**src/rtl/scalar_operand_stage.sv**
```systemverilog
// Decode-to-execute operand register for the scalar pipe.
// Forwards from execute/writeback and inserts load-use bubbles.
module scalar_operand_stage #(
    parameter int registerSize  = 8,
    parameter int selectionBits = 3,
    parameter int opcodeSize    = 5,
    parameter int counterSize   = 16
) (
    input  logic                     clk,
    input  logic                     reset,
    input  logic                     inValid,
    input  logic [opcodeSize-1:0]    inOpcode,
    input  logic [selectionBits-1:0] rSel1,
    input  logic [selectionBits-1:0] rSel2,
    input  logic                     use1,
    input  logic                     use2,
    input  logic [registerSize-1:0]  reg1In,
    input  logic [registerSize-1:0]  reg2In,
    input  logic [selectionBits-1:0] inRd,
    input  logic                     inRegWrEn,
    input  logic                     inIsLoad,
    input  logic [registerSize-1:0]  exResult,
    input  logic                     wbWrEn,
    input  logic [selectionBits-1:0] wbRd,
    input  logic [registerSize-1:0]  wbData,
    input  logic                     exStall,
    input  logic                     flush,
    output logic                     outValid,
    output logic [opcodeSize-1:0]    outOpcode,
    output logic [registerSize-1:0]  outOp1,
    output logic [registerSize-1:0]  outOp2,
    output logic [selectionBits-1:0] outRd,
    output logic                     outRegWrEn,
    output logic                     outIsLoad,
    output logic                     stallOut,
    output logic [counterSize-1:0]   bubbleCount
);

    logic                     valid_q, valid_d;
    logic [opcodeSize-1:0]    opc_q, opc_d;
    logic [registerSize-1:0]  op1_q, op1_d;
    logic [registerSize-1:0]  op2_q, op2_d;
    logic [selectionBits-1:0] rd_q, rd_d;
    logic                     wr_q, wr_d;
    logic                     ld_q, ld_d;
    logic [counterSize-1:0]   cnt_q, cnt_d;

    logic                     ex_fwd_ok;
    logic                     load_hit;
    logic                     load_use;
    logic [registerSize-1:0]  sel1;
    logic [registerSize-1:0]  sel2;

    // Only a valid, non-load, writing instruction has a usable EX result.
    assign ex_fwd_ok = valid_q & wr_q & ~ld_q;
    // Load in stage whose data is not ready until writeback.
    assign load_hit  = valid_q & ld_q & wr_q;
    assign load_use  = inValid & load_hit &
                       ((use1 & (rSel1 == rd_q)) |
                        (use2 & (rSel2 == rd_q)));
    assign stallOut  = exStall | (load_use & ~flush);

    // Source 1 operand: EX beats WB (younger), else register file.
    always_comb begin
        sel1 = reg1In;
        if (use1) begin
            if (ex_fwd_ok && rSel1 == rd_q)
                sel1 = exResult;
            else if (wbWrEn && rSel1 == wbRd)
                sel1 = wbData;
        end
    end

    // Source 2 operand: same priority as source 1.
    always_comb begin
        sel2 = reg2In;
        if (use2) begin
            if (ex_fwd_ok && rSel2 == rd_q)
                sel2 = exResult;
            else if (wbWrEn && rSel2 == wbRd)
                sel2 = wbData;
        end
    end

    // Next state: flush, then hold, then bubble, then capture.
    always_comb begin
        valid_d = valid_q;
        opc_d   = opc_q;
        op1_d   = op1_q;
        op2_d   = op2_q;
        rd_d    = rd_q;
        wr_d    = wr_q;
        ld_d    = ld_q;
        cnt_d   = cnt_q;
        if (flush || (!exStall && load_use)) begin
            valid_d = 1'b0;
            opc_d   = '0;
            op1_d   = '0;
            op2_d   = '0;
            rd_d    = '0;
            wr_d    = 1'b0;
            ld_d    = 1'b0;
            if (!flush && cnt_q != '1)
                cnt_d = cnt_q + counterSize'(1);
        end else if (!exStall) begin
            valid_d = inValid;
            opc_d   = inOpcode;
            op1_d   = sel1;
            op2_d   = sel2;
            rd_d    = inRd;
            wr_d    = inRegWrEn;
            ld_d    = inIsLoad;
        end
    end

    // Stage registers with asynchronous active-low clear.
    always_ff @(posedge clk or negedge reset) begin
        if (!reset) begin
            valid_q <= 1'b0;
            opc_q   <= '0;
            op1_q   <= '0;
            op2_q   <= '0;
            rd_q    <= '0;
            wr_q    <= 1'b0;
            ld_q    <= 1'b0;
            cnt_q   <= '0;
        end else begin
            valid_q <= valid_d;
            opc_q   <= opc_d;
            op1_q   <= op1_d;
            op2_q   <= op2_d;
            rd_q    <= rd_d;
            wr_q    <= wr_d;
            ld_q    <= ld_d;
            cnt_q   <= cnt_d;
        end
    end

    assign outValid    = valid_q;
    assign outOpcode   = opc_q;
    assign outOp1      = op1_q;
    assign outOp2      = op2_q;
    assign outRd       = rd_q;
    assign outRegWrEn  = wr_q;
    assign outIsLoad   = ld_q;
    assign bubbleCount = cnt_q;

endmodule

```
**config.mk**
```make
export PLATFORM = sky130hd
export DESIGN_NAME = scalar_operand_stage
export DESIGN_NICKNAME = d
export VERILOG_FILES = /design/src/rtl/scalar_operand_stage.sv
export SDC_FILE = /design/constraint.sdc
export NUM_CORES = 1
export LEC_CHECK = 0
export ABC_CLOCK_PERIOD_IN_PS = 2100
export BUFFER_PORTS_ARGS = -buffer_cell sky130_fd_sc_hd__buf_2
export CAP_MARGIN = 20
export CORE_ASPECT_RATIO = 1.1
export CORE_MARGIN = 4
export CORE_UTILIZATION = 40
export DETAILED_ROUTE_END_ITERATION = 10
export HOLD_SLACK_MARGIN = 0.02
export PLACE_DENSITY = 0.72
export SLEW_MARGIN = 20
export SYNTH_ARGS = -nofsm -noshare
export SYNTH_HDL_FRONTEND = slang
export SYNTH_SLANG_ARGS = --single-unit
```
**constraint.sdc**
```tcl
create_clock -name clk -period 2.1 [get_ports clk]
set_input_delay 0.105 -clock clk [delete_from_list [all_inputs] [get_ports clk]]
set_output_delay 0.105 -clock clk [all_outputs]
set_load 0.005 [all_outputs]
```
==> run summary, run 1 <==
worst hold path type - in -> reg
synthesized cell area - 0.00245 mm²
Tcrit/Tclk final - 0.912
WHS - 33.0 ps
Core ar. - 0.00584 mm²
die area - 0.00744 mm²
Slew headroom - 0.690
CP peak stage delay - 430 ps
clock transition at the registers of the reported paths - 90 ps
Final Setup Violations - 0
Worst Path Buf+Inv - 0
DR vias - 2,380
H-tree depth - 2
Clock Tree Buf Depth - 2
Routed WL - 6.86 mm
fin worst setup slack - 184 ps
Startpoint Class - register
Hold Fails Final Rpt - 0
syn nets - 311
vias in the first global route - 2,422
Initial Utilization - 0.419
Worst path top cell family by delay - simple AND/OR/NAND/NOR gates
Yosys cell types - 39
GRT Total Usage - 0.188
GPL Wtd Cong - 0.841
Post-synth EDFFs - 0
num rows - 29
CTS Root Cell - clkbuf_8
max-cap violations - 0
dpl cells - 423
Layout Skew - 10.4 ps
syn avg cell area - 9.76 µm²
slowest CP cell - dfrtp_1
post-route minimum period - 1920 ps
# clock sinks - 43
Antenna diodes - 0
first-pass GRT wire length - 11.2 mm
WL per Instance - 15.6 µm
CP Capture Type - register
total power - 1830 µW
Setup Crit Path Kind - reg -> reg
FFs w/ async S/R, synth - 1.00
Pre-Repair DR Iteration Count - 4
leakage power - 0.00163 µW
RSZ-0062 raised after global routing - false
worst slew pin tran - 461 ps
largest net degree at the start of global routing - 28
fmax - 0.522 GHz
Yosys reg bits - 43
antenna violations before repair - 0
Die Y - 90.1 µm
worst skew pair latency - 300 ps
TNS Setup - 0 ps
maximum VDD drop - 0.386 mV
# IOs - 103
Post-DP HPWL - 5.23 mm
Place WS - 209 ps
Syn. warnings - 0
aggregate global routing overflow - 0
Final Max Slew Viols - 0
Finished Layout Cells - 439
outcome - finished clean
Critical Path RT - 2270 ps
share of cells above drive strength 1 - 0.348
Area Growth Syn to Fin - 31.5%
Post-CTS Resized - 0
Vias/cell - 5.42
post-CTS setup buffer count - 0
CP max FO - 10
Layout Nets - 421
I/O Buffers - 102
Inserted Clock Buffers - 5
pwr/cell area - 567 mW/mm²
hold_buf cts - 7
# DRC - 0
Synth Instances - 251
CTS tree - done
DR iter-0 viols - 61
ys flop type - dfrtp_1
DRT antenna net count - 0
crit-path cells - xnor2_1, and4b_1, and4bb_1, a311oi_1, a22oi_1
Die Wd - 82.6 µm
register area share after synthesis - 0.439
Worst Path Arrival - 2090 ps
## through the flow
step / util / area, µm²
finish: 0.552 / 3220
floorplan: - / 2450
global placement: 0.518 / 3030
global route: 0.552 / 3220
CTS: 0.550 / 3210
detailed placement: 0.518 / 3030
## flip-flops by register name (all words and copies together), names as in the netlist
name / cells
outOpcode: 5
outOp2: 8
outRd: 3
outIsLoad: 1
outOp1: 8
outValid: 1
bubbleCount: 16
outRegWrEn: 1
## Yosys cell counts (2+ instances only)
cell type	count	area [µm²]
inv_1	2	7.51
nand3_1	11	55.1
buf_2	6	30.0
and3_1	18	113
o21ai_0	7	35.0
and4b_1	2	20.0
nand4_1	9	56.3
and3_2	2	15.0
xnor2_1	24	210
nor2_1	5	18.8
buf_4	2	15.0
nor2b_1	9	56.3
a311oi_1	8	70.1
a22o_1	11	96.3
a21boi_0	8	60.1
dfrtp_1	43	1080
nor3_1	12	60.1
xor2_1	3	26.3
a22oi_1	8	60.1
clkbuf_1	4	15.0
buf_6	3	33.8
a211oi_1	8	60.1
nand2_1	30	113
## cells in the final DEF (no fill, tap or decap), types with 2 or more instances in the layout
master	instances
a211oi_1	8
a21boi_0	8
a22o_1	11
a22oi_1	8
a311oi_1	8
and3_1	18
and3_2	2
and4b_1	2
buf_2	102
buf_4	8
clkbuf_8	5
dfrtp_1	43
dlygate4sd3_1	8
inv_1	2
nand2_1	30
nand3_1	11
nand4_1	9
nor2_1	5
nor2b_1	8
nor3_1	12
o21ai_0	7
xnor2_1	24
xor2_1	3
## worst register-to-register path, delay by kind of cell (launching register included)
family	cells	cell delay, ps
simple gates	2	730
flops	1	430
compound gates	2	420
xor+xnor	1	210
## cell families after synthesis
logic type / share of synthesized area
AND/OR/NAND/NOR: 0.239
adder cells (fa/ha/maj): 0.00511
AO/OA/AOI/OAI: 0.175
XOR/XNOR: 0.0965
multiplexers: 0.00460
flip-flops: 0.439
buffers and inverters: 0.0414
## final timing paths
| path | endpoint | from | cells after the start | slack, ps |
|---|---|---|---|---|
| max in group asynchronous | outValid | reset | 3 | 1150 |
| max | outOp1[1] | outRd[0] | 5 | 180 |
| max reg2reg | outOp1[1] | outRd[0] | 5 | 180 |
| min in group asynchronous | outOp2[0] | reset | 2 | 260 |
| min reg2reg | outOp2[1] | outOp2[1] | 2 | 480 |
| min | outRd[1] | inRd[1] | 2 | 30 |
## where the power goes
group          leakage [µW]  internal [µW]  switching [µW]
combinational      0.000986            133             144
sequential         0.000582            859            21.2
clock             0.0000587            361             310
total               0.00163           1350             475
## layout make-up
type	instances	area (µm²)
fillers	546	2620
multi-input cells	191	1270
flip-flops and latches	43	1080
repair buffers	118	651
well taps	77	96.3
clock buffers	5	68.8
clock inverters	3	47.5
inverters	2	7.51
## per-layer routing
metal  global-route usage  up-vias  share of wire
met1                0.247     1126           0.43
met2                0.299      101           0.46
li1                     -     1144              -
met3               0.0520        9          0.090
met5                    0        -              0
met4               0.0531        0          0.013
(Power assumes the default switching activity.)
==> run 2: changes to the inputs <==
CORE_ASPECT_RATIO = 0.9   (was 1.1)
HOLD_SLACK_MARGIN = 0.12   (was 0.02)
==> run summary, run 2 (synthesis gave the netlist of run 1 again) <==
FF-to-FF Start - outRd[1]
Die Wd - 90.5 µm (+9.5%)
Layout Skew - 6.92 ps (-3.47 ps)
worst hold path type - in -> reg
worst skew pair latency - 300 ps (about the same)
clock transition at the registers of the reported paths - 80 ps (about the same)
RSZ-0062 raised after global routing - false
Finished Layout Cells - 446 (+1.6%)
# clock sinks - 43 (unchanged)
crit path from - outRd[1]
outcome - finished clean
Vias/cell - 5.33 (-1.7%)
final-layout fill cell count - 543 (-0.55%)
Startpoint Class - register
pwr/cell area - 544 mW/mm² (-4.2%)
Worst Path Arrival - 2070 ps (-20 ps)
H-tree depth - 2 (unchanged)
largest net degree at the start of global routing - 23 (-18%)
dpl cells - 420 (-0.71%)
Antenna diodes - 0 (unchanged)
fmax - 0.527 GHz (+0.96%)
# IOs - 103 (unchanged)
WHS - 119 ps (+86.0 ps)
Layout Nets - 436 (+3.6%)
max FFs per register - 16 (unchanged)
CP Capture Type - register
slowest CP cell - dfrtp_1
I/O Buffers - 102 (unchanged)
Die Y - 82.2 µm (-8.7%)
max-cap violations - 0 (unchanged)
GPL Wtd Cong - 0.902 (+7.1%)
Worst path top cell family by delay - simple AND/OR/NAND/NOR gates
CP peak stage delay - 430 ps (about the same)
leakage power - 0.00168 µW (+3.4%)
register area - 0.00108 mm² (unchanged)
CTS tree - done
start point of the worst hold path - reg2In[5]
commonest non-fill, non-tap cell in the layout - buf_2
TNS Setup - 0 ps (unchanged)
GRT Total Usage - 0.193 (+0.00500)
Clock Tree Buf Depth - 2 (unchanged)
num rows - 26 (-10%)
Final Setup Violations - 0 (unchanged)
first-pass GRT wire length - 11.7 mm (+3.8%)
DRT antenna net count - 0 (unchanged)
WL per Instance - 16.0 µm (+2.6%)
Slew headroom - 0.685 (-0.00473)
Pre-Repair DR Iteration Count - 4 (unchanged)
Post-DP HPWL - 5.41 mm (+3.5%)
# DRC - 0 (unchanged)
maximum VDD drop - 0.390 mV (+0.87%)
Inserted Clock Buffers - 5 (unchanged)
Core ar. - 0.00582 mm² (-0.32%)
most frequent cells in the layout - buf_2 (102), dfrtp_1 (43), nand2_1 (30)
CP max FO - 10 (unchanged)
Tcrit/Tclk final - 0.903 (-0.00870)
Area Growth Syn to Fin - 36.5%
post-route minimum period - 1900 ps (-18.3 ps)
Hold Fails Final Rpt - 0 (unchanged)
aggregate global routing overflow - 0 (unchanged)
Final Max Slew Viols - 0 (unchanged)
CTS Root Cell - clkbuf_8
Setup Crit Path Kind - reg -> reg
vias in the first global route - 2,376 (-1.9%)
Routed WL - 7.16 mm (+4.2%)
antenna violations before repair - 0 (unchanged)
Initial Utilization - 0.421 (+0.00135)
DR vias - 2,377 (-0.13%)
die area - 0.00744 mm² (about the same)
worst slew pin tran - 468 ps (+7.04 ps)
FF-to-FF setup slack - 200 ps (+20 ps)
crit-path cells - xnor2_1, and4b_2, and4bb_1, a311oi_1, a22oi_1
multi-input logic area - 0.00128 mm² (about the same)
share of cells above drive strength 1 - 0.346 (-0.00232)
Worst Path Buf+Inv - 0 (unchanged)
DR iter-0 viols - 121 (+98%)
Critical Path RT - 2270 ps (about the same)
-- run 2: path summary, 6_finish.rpt --
check                               end  cells after the start
setup reg to reg              outOp1[0]                      5
hold / removal                outOp2[5]                      3
hold reg to reg               outOp2[1]                      2
min in group asynchronous  outOpcode[2]                      2
max in group asynchronous     outOp2[3]                      3
setup / recovery              outOp1[0]                      5
-- run 2: per-stage QoR --
stage	setup slack, ps	util	power [µW]	instance area, µm²
detailed placement	194	0.523	1170	3050
global placement	313	0.523	1170	3050
finish	203	0.574	1820	3340
floorplan	416	-	1010	2450
global route	50.2	0.574	1910	3340
CTS	154	0.574	1840	3340
-- run 2: tightest hold or removal path, delay by kind of cell --
| family | cells | cell delay [ps] |
|---|---|---|
| AO/OA/AOI/OAI | 2 | 190 |
| buffers and inverters | 1 | 80 |
-- run 2: report_power, final --
| part | total, µW | internal, µW | switching, µW |
|---|---|---|---|
| Clock | 637 | 348 | 289 |
| Combinational | 302 | 150 | 151 |
| Sequential | 880 | 859 | 20.8 |
| Total | 1820 | 1360 | 461 |
-- run 2: layout make-up --
type,count,area share
clock buffer,5,0.0206
clock inverter,2,0.0112
inverter,2,0.00224
multi-input combinational,191,0.382
sequential,43,0.322
tap,70,0.0262
timing repair buffer,133,0.236
-- run 2: what timing repair did --
item	CTS	global route
buffers inserted	0	0
resized for setup	0	1
endpoints found under the setup margin	0	1
hold buffers	19	0
hold endpoints to repair	61	0
-- run 2: routing by layer --
layer / vias up / part of all wire / global-route usage
li1: 1172 / - / -
met1: 1116 / 0.44 / 0.245
met2: 79 / 0.49 / 0.323
met3: 10 / 0.055 / 0.0498
met4: 0 / 0.015 / 0.0688
met5: - / 0 / 0
